--- config.mk ---
export PLATFORM = sky130hd
export DESIGN_NAME = axi_lite_timer_regs
export DESIGN_NICKNAME = d
export VERILOG_FILES = /design/src/rtl/axi_lite_timer_regs.sv
export SDC_FILE = /design/constraint.sdc
export NUM_CORES = 1
export LEC_CHECK = 0
export ABC_CLOCK_PERIOD_IN_PS = 2000
export CAP_MARGIN = 20
export CORE_MARGIN = 2
export CORE_UTILIZATION = 47
export CTS_BUF_LIST = sky130_fd_sc_hd__clkbuf_8
export CTS_CLUSTER_DIAMETER = 80
export DETAILED_ROUTE_END_ITERATION = 8
export PLACE_DENSITY = 0.86
export SYNTH_ARGS = -nofsm -noshare
export SYNTH_HDL_FRONTEND = slang
export SYNTH_SLANG_ARGS = --single-unit
--- constraint.sdc ---
create_clock -name clk -period 2 [get_ports clk]
set_input_delay 0.3 -clock clk [delete_from_list [all_inputs] [get_ports clk]]
set_output_delay 0.3 -clock clk [all_outputs]
set_load 0.005 [all_outputs]
--- src/rtl/axi_lite_timer_regs.sv ---
// AXI4-Lite register front-end for a countdown timer core: CTRL/LOAD/STATUS/ID
// registers, start/stop pulse generation and a sticky, edge-detected expiry flag.
module axi_lite_timer_regs #(
    parameter logic [31:0] ID_VALUE = 32'h0000_0100,
    parameter logic [31:0] LOAD_RST = 32'd0
) (
    input  logic        clk,
    input  logic        reset_n,

    input  logic [3:0]  s_axi_awaddr,
    input  logic        s_axi_awvalid,
    output logic        s_axi_awready,

    input  logic [31:0] s_axi_wdata,
    input  logic [3:0]  s_axi_wstrb,
    input  logic        s_axi_wvalid,
    output logic        s_axi_wready,

    output logic [1:0]  s_axi_bresp,
    output logic        s_axi_bvalid,
    input  logic        s_axi_bready,

    input  logic [3:0]  s_axi_araddr,
    input  logic        s_axi_arvalid,
    output logic        s_axi_arready,

    output logic [31:0] s_axi_rdata,
    output logic [1:0]  s_axi_rresp,
    output logic        s_axi_rvalid,
    input  logic        s_axi_rready,

    output logic [31:0] load_value,
    output logic        start,
    output logic        stop,
    input  logic        expired,
    output logic        irq
);

    localparam logic [1:0] SEL_CTRL   = 2'd0;
    localparam logic [1:0] SEL_LOAD   = 2'd1;
    localparam logic [1:0] SEL_STATUS = 2'd2;
    localparam logic [1:0] SEL_ID     = 2'd3;

    localparam int CTRL_START  = 0;
    localparam int CTRL_STOP   = 1;
    localparam int CTRL_IRQ_EN = 2;

    // Handshake state
    logic        awready_q, awready_d;
    logic        bvalid_q,  bvalid_d;
    logic        arready_q, arready_d;
    logic        rvalid_q,  rvalid_d;
    logic [31:0] rdata_q,   rdata_d;

    // Register file and timer-control state
    logic [31:0] load_q,         load_d;
    logic        irq_en_q,       irq_en_d;
    logic        expired_flag_q, expired_flag_d;
    logic        running_q,      running_d;
    logic        expired_prev_q;
    logic        start_q,        start_d;
    logic        stop_q,         stop_d;

    logic        wr_en;
    logic        rd_en;
    logic [1:0]  wr_sel;
    logic [1:0]  rd_sel;
    logic        ctrl_wr;
    logic        load_wr;
    logic        status_w1c;
    logic        expired_edge;
    logic [31:0] rd_word;
    logic [31:0] load_merged;
    logic        unused_addr_bits;

    assign wr_sel = s_axi_awaddr[3:2];
    assign rd_sel = s_axi_araddr[3:2];
    assign unused_addr_bits = ^{s_axi_awaddr[1:0], s_axi_araddr[1:0]};

    // A transfer completes only on a cycle where the registered ready is
    // presented and the master still holds valid.
    assign wr_en = awready_q && s_axi_awvalid && s_axi_wvalid;
    assign rd_en = arready_q && s_axi_arvalid;

    assign ctrl_wr      = wr_en && (wr_sel == SEL_CTRL) && s_axi_wstrb[0];
    assign load_wr      = wr_en && (wr_sel == SEL_LOAD);
    assign status_w1c   = wr_en && (wr_sel == SEL_STATUS) && s_axi_wstrb[0] && s_axi_wdata[0];
    assign expired_edge = expired && !expired_prev_q;

    generate
        for (genvar gi = 0; gi < 4; gi++) begin : g_load_lane
            assign load_merged[gi*8 +: 8] = (load_wr && s_axi_wstrb[gi])
                                            ? s_axi_wdata[gi*8 +: 8]
                                            : load_q[gi*8 +: 8];
        end
    endgenerate

    always_comb begin
        rd_word = 32'd0;
        case (rd_sel)
            SEL_CTRL:   rd_word = {29'd0, irq_en_q, 2'b00};
            SEL_LOAD:   rd_word = load_q;
            SEL_STATUS: rd_word = {30'd0, running_q, expired_flag_q};
            SEL_ID:     rd_word = ID_VALUE;
            default:    rd_word = 32'd0;
        endcase
    end

    always_comb begin
        awready_d = !awready_q && s_axi_awvalid && s_axi_wvalid && !bvalid_q;
        arready_d = !arready_q && s_axi_arvalid && !rvalid_q;

        bvalid_d = bvalid_q;
        if (wr_en) begin
            bvalid_d = 1'b1;
        end else if (bvalid_q && s_axi_bready) begin
            bvalid_d = 1'b0;
        end

        rvalid_d = rvalid_q;
        rdata_d  = rdata_q;
        if (rd_en) begin
            rvalid_d = 1'b1;
            rdata_d  = rd_word;
        end else if (rvalid_q && s_axi_rready) begin
            rvalid_d = 1'b0;
        end

        load_d   = load_merged;
        irq_en_d = ctrl_wr ? s_axi_wdata[CTRL_IRQ_EN] : irq_en_q;

        // STOP dominates when both command bits are written together.
        start_d = ctrl_wr && s_axi_wdata[CTRL_START] && !s_axi_wdata[CTRL_STOP];
        stop_d  = ctrl_wr && s_axi_wdata[CTRL_STOP];

        expired_flag_d = expired_flag_q;
        if (expired_edge) begin
            expired_flag_d = 1'b1;
        end else if (status_w1c) begin
            expired_flag_d = 1'b0;
        end

        // A start pulse beats a coincident expiry so a restart is never lost.
        running_d = running_q;
        if (start_q) begin
            running_d = 1'b1;
        end else if (stop_q || expired_edge) begin
            running_d = 1'b0;
        end
    end

    always_ff @(posedge clk) begin
        if (!reset_n) begin
            awready_q      <= 1'b0;
            bvalid_q       <= 1'b0;
            arready_q      <= 1'b0;
            rvalid_q       <= 1'b0;
            rdata_q        <= 32'd0;
            load_q         <= LOAD_RST;
            irq_en_q       <= 1'b0;
            expired_flag_q <= 1'b0;
            running_q      <= 1'b0;
            expired_prev_q <= 1'b0;
            start_q        <= 1'b0;
            stop_q         <= 1'b0;
        end else begin
            awready_q      <= awready_d;
            bvalid_q       <= bvalid_d;
            arready_q      <= arready_d;
            rvalid_q       <= rvalid_d;
            rdata_q        <= rdata_d;
            load_q         <= load_d;
            irq_en_q       <= irq_en_d;
            expired_flag_q <= expired_flag_d;
            running_q      <= running_d;
            expired_prev_q <= expired;
            start_q        <= start_d;
            stop_q         <= stop_d;
        end
    end

    assign s_axi_awready = awready_q;
    assign s_axi_wready  = awready_q;
    assign s_axi_bvalid  = bvalid_q;
    assign s_axi_bresp   = 2'b00;
    assign s_axi_arready = arready_q;
    assign s_axi_rvalid  = rvalid_q;
    assign s_axi_rdata   = rdata_q;
    assign s_axi_rresp   = 2'b00;

    assign load_value = load_q;
    assign start      = start_q;
    assign stop       = stop_q;
    assign irq        = expired_flag_q && irq_en_q;

endmodule
; Word level (Yosys, flattened, before mapping)
; Index checks and enable logic that the tools add are counted.
; Widths: inputs -> output; s select.
[word_totals]
out_inout_bits = 76
inputBits = 52
ff_bits = 74
elab_cells = 67
[classes]
eq_ne = 5
n_reduce_logical = 38
muxes = 9
[op_table]
columns = operator, count
row1 = $pmux 32 s4, 1
row2 = $logic_and 1x1->1, 25
row3 = $mux 1, 8
row4 = $reduce_bool 2->1, 4
row5 = $eq 2x2->1 const B, 3
row6 = $logic_not 1->1, 6
row7 = $eq 2x1->1 const B, 2
row8 = $logic_not 2->1, 2
row9 = $logic_or 1x1->1, 1

; Longest topological paths before layout
[depth]
word_depth = 7
mapped_depth = 5
ltp_nobuf = 3

; Worst setup path before layout
; Ideal clock, no wire load.
[synth_timing]
path_kind = register to register
start = register arready_q, in the netlist s_axi_arready
end = register rdata_q[1], in the netlist s_axi_rdata[1]
path_stages_with_launch = 5
n_path_buf = 1
slack_ns = 0.815
period_less_slack_ns = 1.185
setup_ns = 0.117
arrival_time_ns = 1.068
required_ns = 1.883
cell_sequence = dfxtp_1 > and4b_4 > buf_6 > a22o_1 > a22o_1
[synth_via]
elab_chain_cells = 1
[synth_rtl]
columns = element, line
row1 = from (decl), 51  ; logic arready_q, arready_d;
row2 = from (signal assigned), 169  ; arready_q <= arready_d;
row3 = $logic_and 1x1->1, 83  ; assign rd_en = arready_q && s_axi_arvalid;
row4 = to (signal assigned), 171  ; rdata_q <= rdata_d;
row5 = to (decl), 53  ; logic [31:0] rdata_q, rdata_d;
; No other way between the ends.
; A chain may end at the register's enable or synchronous reset.

; Worst setup path in the final report
[layout_timing]
start = register expired_flag_q
end = output irq
[layout_via]
elab_chain_cells = 1
[layout_rtl]
columns = element, line
row1 = from (decl), 58  ; logic expired_flag_q, expired_flag_d;
row2 = from (signal assigned), 174  ; expired_flag_q <= expired_flag_d;
row3 = $logic_and 1x1->1, 194  ; assign irq = expired_flag_q && irq_en_q;
row4 = to (decl), 36  ; output logic irq
; No other way between the ends.

==> results.tsv <==
metric	value	unit
preCtsSetupSlack	0.222	ns
fin_worst_skew	0.00559	ns
worstSetupEndpoint	irq	
whs	0.377	ns
tightest_slew	0.494	ns
r2r-end	load_value[12]	
syn_area	2910	um^2
drv_slew	0	
cts-htree-levels	3	
setup-tns-final	0	ns
cts_sinks	74	
placement_rows	28	
final_cell_count_no_fill	490	
slew_headroom	0.666	
hold_viol_final	0	
synth_top_area_share	0.509	
post-dp-hpwl	5170	um
fp.dieW	82.7	um
dieArea	6830	um^2
ys_seq_elements	74	
drt_iter0_drc	65	
clk_pin_slew_worst_paths	0.07	ns
postCtsSetupBuffers	0	
ys_warn_count	0	
arrival	1.34	ns
timing.final.crit_period	1.64	ns
core_area	5960	um^2
grt_max_degree	56	
root_buffer	clkbuf_8	
antenna_found_initial	0	
timing.final.ws_setup	0.360	ns
fin_total_pwr	2.80	mW
synthCells	297	
routedWlPerCell	14.8	um
vdd.ir_drop.worst	0.461	mV
drc	0	
fillCellCount	461	
grtUsageTotal	0.212	
area_growth	47.6	%
status	finished clean	
drtAntennaViolNets	0	
powerDensity	652	nW/um^2
start_kind	flop	
timing.fmax	610	MHz
r2r_slack	0.63	ns
cts_hold_buf	0	
post-route-period-util	0.820	
path_max_fanout	3	
port_buffers	119	
crit_type	reg -> out	
synth.avg_cell_area	9.79	um^2
clk_path_buf_depth	2	
ys_types	30	
gp_congestion	0.751	
overflow	0	
reg2regPathDepth	4	
cp.required	1.70	ns
cts_tree	yes	
ys_seq_area_frac	0.509	
drive_gt1_frac	0.0578	
ios	128	
rsz0062_at_grt	no	
netlist_top_cells_area	dfxtp_1, mux2i_1, nand2_1	
cts_resized	0	
die_h	82.7	um
p_leak	1.52	nW
multi_input_area	1260	um^2
synth_top_cell_by_area	dfxtp_1	
vias	2480	
wl	7260	um
cp-end-kind	primary output	
setup_viol	0	
finalNetCount	463	
start_util	0.488	
hold_path_class	in -> reg	
cts_buffers	9	
crit_start	expired_flag_q	
first_pass_iters	5	
grt_pass1_wl	10900	um
timing.rr.start	s_axi_awready	
diodes	0	
clk-insertion-delay-late	0.34	ns
grt_pass1_vias	2382	
routed_via_density	5.06	
register_area	1480	um^2
cap_violations	0	
dp.cells	475	
registers in the layout, indices dropped and copies added (netlist names):
name / flops
expired_flag_q: 1
stop: 1
s_axi_bvalid: 1
s_axi_rdata: 32
s_axi_awready: 1
running_q: 1
s_axi_rvalid: 1
irq_en_q: 1
s_axi_arready: 1
expired_prev_q: 1
start: 1
load_value: 32
through the flow:
step	area, um^2	utilization
6_report	4290	0.721
5_1_grt	4290	0.721
4_1_cts	4290	0.721
3_5_place_dp	4110	0.690
3_3_place_gp	4110	0.690
2_1_floorplan	2920	-
cell usage in the layout (no fill, tap or decap), types with 5 or more instances in the layout:
cell type,instances
clkbuf_8,10
buf_4,6
mux2i_1,34
dfxtp_1,74
and3_1,5
nor2b_1,29
a22oi_1,28
clkdlybuf4s50_1,118
nand2_1,70
power by group:
part / switching, mW / total [mW] / internal, mW / leakage, nW
clock: 0.516 / 1.11 / 0.590 / 0.105
combinational: 0.0818 / 0.203 / 0.121 / 0.820
sequential: 0.00710 / 1.49 / 1.48 / 0.597
total: 0.605 / 2.80 / 2.19 / 1.52
logic make-up (layout without fill, tap and decap cells):
logic type / after synthesis / in the layout / share of synthesized area
simple gates: 121 / 121 / 0.207
flops: 74 / 74 / 0.509
compound gates: 39 / 39 / 0.103
mux: 34 / 34 / 0.117
buf+inv: 28 / 143 / 0.0620
other cells: 1 / 4 / 0.00129
how the worst min path moves through the flow:
stage / start / end / slack, ns / cells after the start
2_1_floorplan: expired / expired_prev_q / 0.42 / 1
3_3_place_gp: s_axi_bvalid / s_axi_awready / 0.44 / 1
3_5_place_dp: s_axi_bvalid / s_axi_awready / 0.45 / 1
4_1_cts: reset_n / load_value[25] / 0.37 / 3
5_1_grt: reset_n / load_value[25] / 0.40 / 3
6_report: reset_n / load_value[25] / 0.38 / 3
worst max-delay path, stage by stage, from the launching register on:
cell and delay [ns]:
dfxtp_1 0.36, and2_1 0.15, clkdlybuf4s50_1 0.50
synth_stat cells, drive strengths merged:
library cell	n
nand4b	2
a22o	4
and4b	3
or3	1
nor3	1
nand2b	2
o211ai	1
nand3	1
a22oi	28
inv	1
buf	17
clkbuf	10
and2	2
a21boi	4
dfxtp	74
nand2	71
nor4b	1
and3b	1
conb	1
and3	5
o21a	1
mux2i	34
nor2	1
o2111ai	1
nor3b	1
nor2b	29
area by class of cell:
cell class              count  area share
inverters                   1    0.000874
multi-input cells         198       0.293
flip-flops and latches     74       0.345
well taps                  75      0.0219
repair buffers            127       0.296
clock inverters             5      0.0111
clock buffers              10      0.0321
routing by layer:
| layer | up-vias | wire (um) | global-route usage |
|---|---|---|---|
| li1 | 1229 | - | - |
| met2 | 92 | 3470 | 0.344 |
| met4 | 0 | 172 | 0.110 |
| met5 | - | 0 | 0 |
| met1 | 1144 | 3030 | 0.251 |
| met3 | 15 | 585 | 0.0674 |
Note: power is estimated with default switching activity, not from simulation.
